===== config.mk =====
export PLATFORM = sky130hd
export DESIGN_NAME = ecc_mod_sub_flat
export DESIGN_NICKNAME = d
export VERILOG_FILES = /design/src/rtl/ecc_mod_sub_pkg.sv /design/src/rtl/ecc_mod_sub_if.sv /design/src/rtl/ecc_digit_addsub.sv /design/src/rtl/ecc_mod_sub.sv /design/src/flat_wrapper.sv
export SDC_FILE = /design/constraint.sdc
export NUM_CORES = 2
export LEC_CHECK = 0
export ABC_AREA = 0
export CAP_MARGIN = 20
export CORE_AREA = 2 2 401 403
export CTS_BUF_LIST = sky130_fd_sc_hd__clkbuf_4
export DETAILED_ROUTE_END_ITERATION = 6
export DIE_AREA = 0 0 403 405
export MAX_ROUTING_LAYER = met4
export SYNTH_ARGS = -nofsm -noshare
export SYNTH_HDL_FRONTEND = slang
export SYNTH_HIERARCHICAL = 1
export SYNTH_SLANG_ARGS = --single-unit

===== constraint.sdc =====
create_clock -name clk -period 41.7 [get_ports clk]
set_input_delay 4.17 -clock clk [delete_from_list [all_inputs] [get_ports clk]]
set_output_delay 4.17 -clock clk [all_outputs]
set_load 0.05 [all_outputs]

===== src/rtl/ecc_mod_sub_pkg.sv =====
// rtl/ecc_mod_sub_pkg.sv - shared ECC package: FSM state encoding and digit-count helpers
//
// Purpose : common definitions for the digit-serial modular subtractor.
// Contents: state_e enum, ST_* state constants, ndig_of() and idx_width().

package ecc_mod_sub_pkg;

    typedef enum logic [1:0] {
        IDLE = 2'd0,
        SUB  = 2'd1,
        CORR = 2'd2,
        DONE = 2'd3
    } state_e;

    localparam logic [1:0] ST_IDLE = IDLE;
    localparam logic [1:0] ST_SUB  = SUB;
    localparam logic [1:0] ST_CORR = CORR;
    localparam logic [1:0] ST_DONE = DONE;

    // Number of DW-bit digits in an NBITS-wide operand.
    function automatic int ndig_of(input int nbits, input int dw);
        return nbits / dw;
    endfunction

    // Digit index counter width; kept at least 1 so NDIG=1 still has a counter.
    function automatic int idx_width(input int ndig);
        return (ndig <= 1) ? 1 : $clog2(ndig);
    endfunction

endpackage


===== src/rtl/ecc_mod_sub_if.sv =====
// rtl/ecc_mod_sub_if.sv - request/response bundle of the modular subtractor
//
// Purpose : groups the operand, control and result signals of ecc_mod_sub.
// Signals : start, a, b, p (requester -> subtractor)
//           busy, done, result (subtractor -> requester)
// Modports: master = requester side, slave = subtractor side.

interface ecc_mod_sub_if #(
    parameter int NBITS = 256
);
    logic             start;
    logic [NBITS-1:0] a;
    logic [NBITS-1:0] b;
    logic [NBITS-1:0] p;
    logic             busy;
    logic             done;
    logic [NBITS-1:0] result;

    modport master (
        output start, a, b, p,
        input  busy, done, result
    );

    modport slave (
        input  start, a, b, p,
        output busy, done, result
    );
endinterface


===== src/rtl/ecc_digit_addsub.sv =====
// rtl/ecc_digit_addsub.sv - combinational DW-bit add/subtract with carry/borrow in and out
//
// Purpose: one digit of the rippled add/subtract shared by the SUB and CORR passes.
// Ports  : mode  in  1   0 = x + y + cin, 1 = x - y - cin (cin acts as borrow-in)
//          x, y  in  DW  digit operands
//          cin   in  1   carry-in or borrow-in
//          sum   out DW  digit result
//          cout  out 1   carry-out or borrow-out

module ecc_digit_addsub #(
    parameter int DW = 32
) (
    input  logic          mode,
    input  logic [DW-1:0] x,
    input  logic [DW-1:0] y,
    input  logic          cin,
    output logic [DW-1:0] sum,
    output logic          cout
);

    logic [DW:0] wide;

    // DW+1-bit arithmetic: the extra MSB is the carry out on add, and on
    // subtract it is set exactly when x < y + cin (borrow out).
    always_comb begin
        wide = '0;
        if (mode) begin
            wide = {1'b0, x} - {1'b0, y} - {{DW{1'b0}}, cin};
        end else begin
            wide = {1'b0, x} + {1'b0, y} + {{DW{1'b0}}, cin};
        end
    end

    assign sum  = wide[DW-1:0];
    assign cout = wide[DW];

endmodule


===== src/rtl/ecc_mod_sub.sv =====
// rtl/ecc_mod_sub.sv - digit-serial modular subtractor r = (a - b) mod p
//
// Purpose: subtracts one DW-bit digit per cycle, LSB digit first, with a rippled
//          borrow; if the full difference underflows a second pass adds p back.
// Ports  : clk         in  rising-edge clock
//          rst         in  asynchronous active-high reset
//          bus (slave) start/a/b/p in, busy/done/result out (see ecc_mod_sub_if)

module ecc_mod_sub
    import ecc_mod_sub_pkg::*;
#(
    parameter int NBITS = 256,
    parameter int DW    = 32
) (
    input  logic          clk,
    input  logic          rst,
    ecc_mod_sub_if.slave  bus
);

    localparam int             NDIG     = ndig_of(NBITS, DW);
    localparam int             IW       = idx_width(NDIG);
    localparam logic [IW-1:0]  LAST_IDX = IW'(NDIG - 1);

    logic [1:0]       state_q, state_d;
    logic [IW-1:0]    idx_q,   idx_d;
    logic             bc_q,    bc_d;     // borrow during SUB, carry during CORR
    logic [NBITS-1:0] a_q,     a_d;
    logic [NBITS-1:0] b_q,     b_d;
    logic [NBITS-1:0] p_q,     p_d;
    logic [NBITS-1:0] res_q,   res_d;

    logic             mode;
    logic [DW-1:0]    op_x;
    logic [DW-1:0]    op_y;
    logic [DW-1:0]    dig_sum;
    logic             dig_cout;
    logic             wr_en;
    logic             last_dig;

    assign last_dig = (idx_q == LAST_IDX);

    // SUB works on a_i - b_i; CORR re-reads the stored difference digit and adds p_i.
    always_comb begin
        mode = 1'b1;
        op_x = '0;
        op_y = '0;
        for (int i = 0; i < NDIG; i++) begin
            if (idx_q == IW'(i)) begin
                if (state_q == ST_CORR) begin
                    op_x = res_q[i*DW +: DW];
                    op_y = p_q[i*DW +: DW];
                end else begin
                    op_x = a_q[i*DW +: DW];
                    op_y = b_q[i*DW +: DW];
                end
            end
        end
        if (state_q == ST_CORR) begin
            mode = 1'b0;
        end
    end

    ecc_digit_addsub #(
        .DW (DW)
    ) u_digit (
        .mode (mode),
        .x    (op_x),
        .y    (op_y),
        .cin  (bc_q),
        .sum  (dig_sum),
        .cout (dig_cout)
    );

    always_comb begin
        state_d = state_q;
        idx_d   = idx_q;
        bc_d    = bc_q;
        a_d     = a_q;
        b_d     = b_q;
        p_d     = p_q;
        res_d   = res_q;
        wr_en   = 1'b0;

        case (state_q)
            ST_IDLE: begin
                if (bus.start) begin
                    a_d     = bus.a;
                    b_d     = bus.b;
                    p_d     = bus.p;
                    bc_d    = 1'b0;
                    idx_d   = '0;
                    state_d = ST_SUB;
                end
            end
            ST_SUB: begin
                wr_en = 1'b1;
                bc_d  = dig_cout;
                if (last_dig) begin
                    idx_d = '0;
                    if (dig_cout) begin
                        // a < b: the stored difference is a - b + 2^NBITS, add p back.
                        bc_d    = 1'b0;
                        state_d = ST_CORR;
                    end else begin
                        state_d = ST_DONE;
                    end
                end else begin
                    idx_d = idx_q + 1'b1;
                end
            end
            ST_CORR: begin
                wr_en = 1'b1;
                bc_d  = dig_cout;
                if (last_dig) begin
                    // The top carry cancels the 2^NBITS wrap of the SUB pass.
                    bc_d    = 1'b0;
                    idx_d   = '0;
                    state_d = ST_DONE;
                end else begin
                    idx_d = idx_q + 1'b1;
                end
            end
            ST_DONE: begin
                state_d = ST_IDLE;
            end
            default: begin
                state_d = ST_IDLE;
            end
        endcase

        for (int i = 0; i < NDIG; i++) begin
            if (wr_en && (idx_q == IW'(i))) begin
                res_d[i*DW +: DW] = dig_sum;
            end
        end
    end

    always_ff @(posedge clk or posedge rst) begin
        if (rst) begin
            state_q <= ST_IDLE;
            idx_q   <= '0;
            bc_q    <= 1'b0;
            a_q     <= '0;
            b_q     <= '0;
            p_q     <= '0;
            res_q   <= '0;
        end else begin
            state_q <= state_d;
            idx_q   <= idx_d;
            bc_q    <= bc_d;
            a_q     <= a_d;
            b_q     <= b_d;
            p_q     <= p_d;
            res_q   <= res_d;
        end
    end

    assign bus.busy   = (state_q != ST_IDLE);
    assign bus.done   = (state_q == ST_DONE);
    assign bus.result = res_q;

endmodule


===== src/flat_wrapper.sv =====
// flat-port wrapper written by rule: the top's interface ports become plain ports
module ecc_mod_sub_flat import ecc_mod_sub_pkg::*;
#(
    parameter int NBITS = 256,
    parameter int DW    = 32
)
  (clk, rst, bus_start, bus_a, bus_b, bus_p, bus_busy, bus_done, bus_result);
  ecc_mod_sub_if #(.NBITS(NBITS)) bus_i ();
  input  logic clk;
  input  logic rst;
  input wire logic [$bits(bus_i.start)-1:0] bus_start;
  input wire logic [$bits(bus_i.a)-1:0] bus_a;
  input wire logic [$bits(bus_i.b)-1:0] bus_b;
  input wire logic [$bits(bus_i.p)-1:0] bus_p;
  output wire logic [$bits(bus_i.busy)-1:0] bus_busy;
  output wire logic [$bits(bus_i.done)-1:0] bus_done;
  output wire logic [$bits(bus_i.result)-1:0] bus_result;
  assign bus_i.start = bus_start;
  assign bus_i.a = bus_a;
  assign bus_i.b = bus_b;
  assign bus_i.p = bus_p;
  assign bus_busy = bus_i.busy;
  assign bus_done = bus_i.done;
  assign bus_result = bus_i.result;
  ecc_mod_sub #(.NBITS(NBITS), .DW(DW)) u_core (.clk(clk), .rst(rst), .bus(bus_i));
endmodule

Word-level counts from Yosys, hierarchy flattened
Cells that the tools add are included.
{ "word_totals": {"ff_bits": 1030, "in_bits": 771, "out_inout_bits": 258, "elab_cells": 93} }
{ "op_classes": {"n_addsub": 5, "eq_ne": 13, "muxes": 45, "n_reduce_logical": 16} }
{ "op_table": {"columns": ["cell", "count"], "rows": [
  ["$mux W32", 32],
  ["$add A32 B32 Y33", 1],
  ["$add A33 B1 Y33", 1],
  ["$mux W33", 1],
  ["$sub A32 B32 Y33", 1],
  ["$sub A33 B1 Y33", 1],
  ["$eq A3 B3 Y1 const B", 4],
  ["$logic_and A1 B1 Y1", 8],
  ["$pmux W2 S4", 1],
  ["$eq A3 B2 Y1 const B", 2],
  ["$mux W2", 3],
  ["$mux W3", 2],
  ["$pmux W3 S2", 1],
  ["$eq A2 B2 Y1 const B", 2],
  ["$mux W1", 4],
  ["$ne A2 B1 Y1 const B", 2],
  ["$reduce_and A2 Y1", 2],
  ["$reduce_bool A2 Y1", 2],
  ["$add A3 B1 Y3 const B", 1],
  ["$eq A3 B1 Y1 const B", 1],
  ["$logic_not A3 Y1", 1],
  ["$reduce_and A3 Y1", 1],
  ["$eq A2 B1 Y1 const B", 1],
  ["$logic_not A2 Y1", 1],
  ["other kinds (3)", 3]
]} }

Logic depth before layout (Yosys ltp)
{ "logic_depth": {"depth_word": 16, "ltp_mapped": 26, "mapped_depth_nobuf": 22} }

By module
Netlist, hierarchy kept.
{ "modules_own_cells": {"columns": ["mod", "n_inst", "cells_per_inst", "area_per_inst_um2", "seq_area_each_um2"], "rows": [
  ["ecc_mod_sub", 1, 3389, 47470.5, 25774.7],
  ["ecc_digit_addsub", 1, 685, 4654.5, 0.0]
]} }

Worst setup path before layout
Ideal clock, no wire load.
{ "synth_path": {"path_kind": "input -> register", "from": "in bus_start", "to": "reg u_core.a_q[0]", "setup_ps": 125, "arrival_ps": 5205, "required_time_ps": 41575, "path_slack_ps": 36370, "cell_stages": 5, "n_path_buf": 3, "path_cell_list": "nand2_1 > buf_2 > clkbuf_1 > buf_2 > mux2_2"} }
{ "synth_between": {"elab_chain_cells": 1} }
{ "synth_lines": {"columns": ["item", "line_no", "text"], "rows": [
  ["from (decl)", "flat_wrapper.sv:11", "input wire logic [$bits(bus_i.start)-1:0] bus_start;"],
  ["$reduce_and A2 Y1 (no source line)", null, null],
  ["to (signal assigned)", "ecc_mod_sub.sv:143", "a_q <= '0;"],
  ["to (signal assigned)", "ecc_mod_sub.sv:151", "a_q <= a_d;"],
  ["to (decl)", "ecc_mod_sub.sv:27", "logic [NBITS-1:0] a_q, a_d;"]
]} }
No other way between the ends.
A chain may end at the register's enable or synchronous reset.

Final worst setup path
{ "layout_path": {"from": "reg u_core.state_q[0]", "to": "reg u_core.res_q[29] (netlist: u_core/bus.result[29])"} }
{ "layout_between": {"elab_chain_cells": 13, "word_cells_on_any_way": 42, "cone_classes": "add/sub (4); eq/ne (2); mux (34); reduce/logical (2)"} }
{ "layout_lines": {"columns": ["item", "line_no", "text"], "rows": [
  ["from (decl)", "ecc_mod_sub.sv:24", "logic [1:0] state_q, state_d;"],
  ["from (signal assigned)", "ecc_mod_sub.sv:148", "state_q <= state_d;"],
  ["$eq A2 B2 Y1 (*)", "ecc_mod_sub.sv:49", "if (state_q == ST_CORR) begin"],
  ["$mux W32", "ecc_mod_sub.sv:49", null],
  ["$mux W32 (7 in series)", "ecc_mod_sub.sv:48", "if (idx_q == IW'(i)) begin"],
  ["$mux W32 (*)", "ecc_mod_sub.sv:48", null],
  ["via u_core.op_y[7]", "ecc_mod_sub.sv:34", "logic [DW-1:0] op_y;"],
  ["$sub A32 B32 Y33 or $add A32 B32 Y33 (tied branches)", "ecc_digit_addsub.sv:28, ecc_digit_addsub.sv:30", null],
  ["$sub A33 B1 Y33 or $add A33 B1 Y33 (tied branches)", "ecc_digit_addsub.sv:28, ecc_digit_addsub.sv:30", null],
  ["$mux W33 (*)", "ecc_digit_addsub.sv:27", "if (mode) begin"],
  ["via u_core.dig_sum[29]", "ecc_mod_sub.sv:35", "logic [DW-1:0] dig_sum;"],
  ["to (signal assigned)", "ecc_mod_sub.sv:154", "res_q <= res_d;"],
  ["to (decl)", "ecc_mod_sub.sv:30", "logic [NBITS-1:0] res_q, res_d;"]
]} }
The timed path passes the listed nets; every way through them passes the cells marked *.

==> reports/results.ini <==
[setup_path]
cp_cell_sequence = inv_1, ha_4, buf_4, buf_12, buf_4, mux2i_1, o221ai_1, a21oi_1, o21ai_1, ha_1, inv_1, ha_1, nand3_1, nor2_1, a2111oi_1, nor4b_2, o211ai_2, a2111oi_2, a211o_1, xnor2_1, mux2i_1, mux2_2
crit_fanout = 99
required_ns = 42.81
critPathMaxStageDelay_ns = 0.82
cp_data_arrival_time_ns = 9.82
crit_path_end_kind = flip-flop
critPathSlowestCell = buf_4
critical_path_class = flip-flop to flip-flop
startpoint_type = flip-flop

[route]
detail_route.iter0.violations = 2803
firstDrtPassIters = 7
totalWireLength_um = 217000
ant_nets = 0
post_drt_wl_per_cell_um = 28.6
drc = 16
vias = 39900
viasPerCell = 5.27

[timing]
rsz0062_at_grt = no
setup_viol = 0
worstMarginPinSlew_ns = 1.12
fin_worst_skew_ns = 0.123
slew_viol_final = 0
hold_viol = 0
period_needed_ns = 8.71
maxSlewHeadroom = 0.254
fin_tns_setup_ns = 0
timing.final.crit_share = 0.209
max_freq_mhz = 115

[synth]
synthArstFlopShare = 1.00
syn_nets = 4952
synth_edf_count = 0
yosysWarnings = 6
synth_common_cells = 1124 x mux2_2, 1030 x dfrtp_1, 387 x mux2i_1
seq_area_frac_synth = 0.494
synthFlopType = dfrtp_1
yosysMostFrequentCell = mux2_2
syn_avg_cell_area_um2 = 12.8
yosys-top-cells-area = dfrtp_1 49%, mux2_2 24%, mux2i_1 7.4%
netlist_area_um2 = 52100
yosysTopAreaCell = dfrtp_1
postSynthCellCount = 4074
ys_ff_latch = 1030
synth.distinct_cells = 86
yosysTopAreaCellShare = 0.494

[global_routing]
grt_pass1_wl_um = 301000
gr-usage-all-layers = 0.266
grt_max_degree = 170
overflow = 0
grt_antenna_before_repair = 84
grt_pass1_vias = 41500

[floorplan]
ios = 1029
die_h_um = 405
die-area_um2 = 163000
core_um2 = 159000
rows = 147
initial_utilization = 0.327
die_x_um = 403

[clocking]
cts.repair.resized = 0
hold_buffers = 0
clockRootBuffer = clkbuf_4
insertion_delay_ns = 1.28
cts.sinks = 1030
clk_pin_slew_ns = 0.08
htree_levels = 5
clock_path_buffers = 4
cts-buffers-inserted = 316
postCtsSetupBuffers = 0
cts_tree = yes

[hold_path]
min_path_type = flip-flop to flip-flop

[final_layout]
fin_nets = 6099
fill_cells = 15200
final_layout_size_suffix_gt1_frac = 0.317
area_growth_pct = 30.9

[place]
gp_congestion = 0.935
port-buffer-count = 1028
dpl.hpwl_um = 158000

[status]
status = finished with violations
violations = DRC

[flow_run]
maxCapViolCount = 0

## layout by cell type, fill, tap and decap left out, drive strengths merged, types with 103 or more instances in the layout
master and count:
mux2 1155, dfrtp 1030, clkdlybuf4s50 1028, clkbuf 450, mux2i 387, a21oi 195
o21ai 170, inv 132, o221ai 129, nor2 128, ha 103
## kinds of logic after synthesis
| kind of cell | Yosys count | share of synthesized area |
|---|---|---|
| mux | 1542 | 0.324 |
| flops | 1030 | 0.494 |
| compound gates | 666 | 0.0857 |
| buf+inv | 396 | 0.0355 |
| simple gates | 279 | 0.0251 |
| fa+ha+maj | 107 | 0.0263 |
| xor+xnor | 54 | 0.00907 |
## flip-flops by register name, indices dropped and copies added (netlist names)
signal	count
u_core/a_q	256
u_core/b_q	256
u_core/bc_q	1
u_core/bus.result	256
u_core/idx_q	3
u_core/p_q	256
u_core/state_q	2
## routing by layer
metal	vias to the layer above	track usage	wire length, um
met3	409	0.0752	16200
met1	20200	0.311	87500
met2	1660	0.427	104000
met5	-	-	0
met4	0	0.120	9200
li1	17600	-	-
## layout make-up
class                      count  area (um^2)  share of cell area
sequential                  1030        25800               0.378
multi-input combinational   2648        24600               0.361
clock inverter                51          226             0.00332
tap                         2086         2610              0.0383
clock buffer                 449         3370              0.0494
inverter                     124          473             0.00693
timing repair buffer        1101        10900               0.160
antenna                       80          200             0.00293
## path summary, 6_finish.rpt
check / startpoint / endpoint / slack (ns) / cells past startpoint
hold / removal: u_core/p_q[255] / u_core/p_q[255] / 0.50 / 1
setup / recovery: u_core/state_q[0] / u_core/bus.result[29] / 32.99 / 22
max in group asynchronous: rst / u_core/bus.result[62] / 34.23 / 6
hold reg to reg: u_core/p_q[255] / u_core/p_q[255] / 0.50 / 1
min in group asynchronous: rst / u_core/a_q[65] / 3.49 / 2
setup reg to reg: u_core/state_q[0] / u_core/bus.result[29] / 32.99 / 22
## metrics by stage
stage / area (um^2) / setup WS, ns / hold slack [ns] / std cells / utilization
6_report: 68200 / 32.99 / 0.499 / 7569 / 0.428
5_1_grt: 68200 / 32.51 / 0.509 / 7562 / 0.428
3_3_place_gp: 64400 / 32.62 / 0.483 / 6984 / 0.404
4_1_cts: 68000 / 33.03 / 0.501 / 7487 / 0.427
3_5_place_dp: 64400 / 32.59 / 0.488 / 6987 / 0.404
2_1_floorplan: 52100 / 8.54 / 0.474 / 4074 / -
## critical path: cells and delay by family, from the launching register on
family                   cells  cell delay [ns]
adder cells (fa/ha/maj)      3             1.54
buffers and inverters        5             2.39
flip-flops                   1             0.45
AND/OR/NAND/NOR              3             0.91
AO/OA/AOI/OAI                7             2.04
multiplexers                 3             0.92
XOR/XNOR                     1             0.06
Power is not shown: default switching activity piles up to over one toggle a cycle in this logic, so the estimate is an artifact.
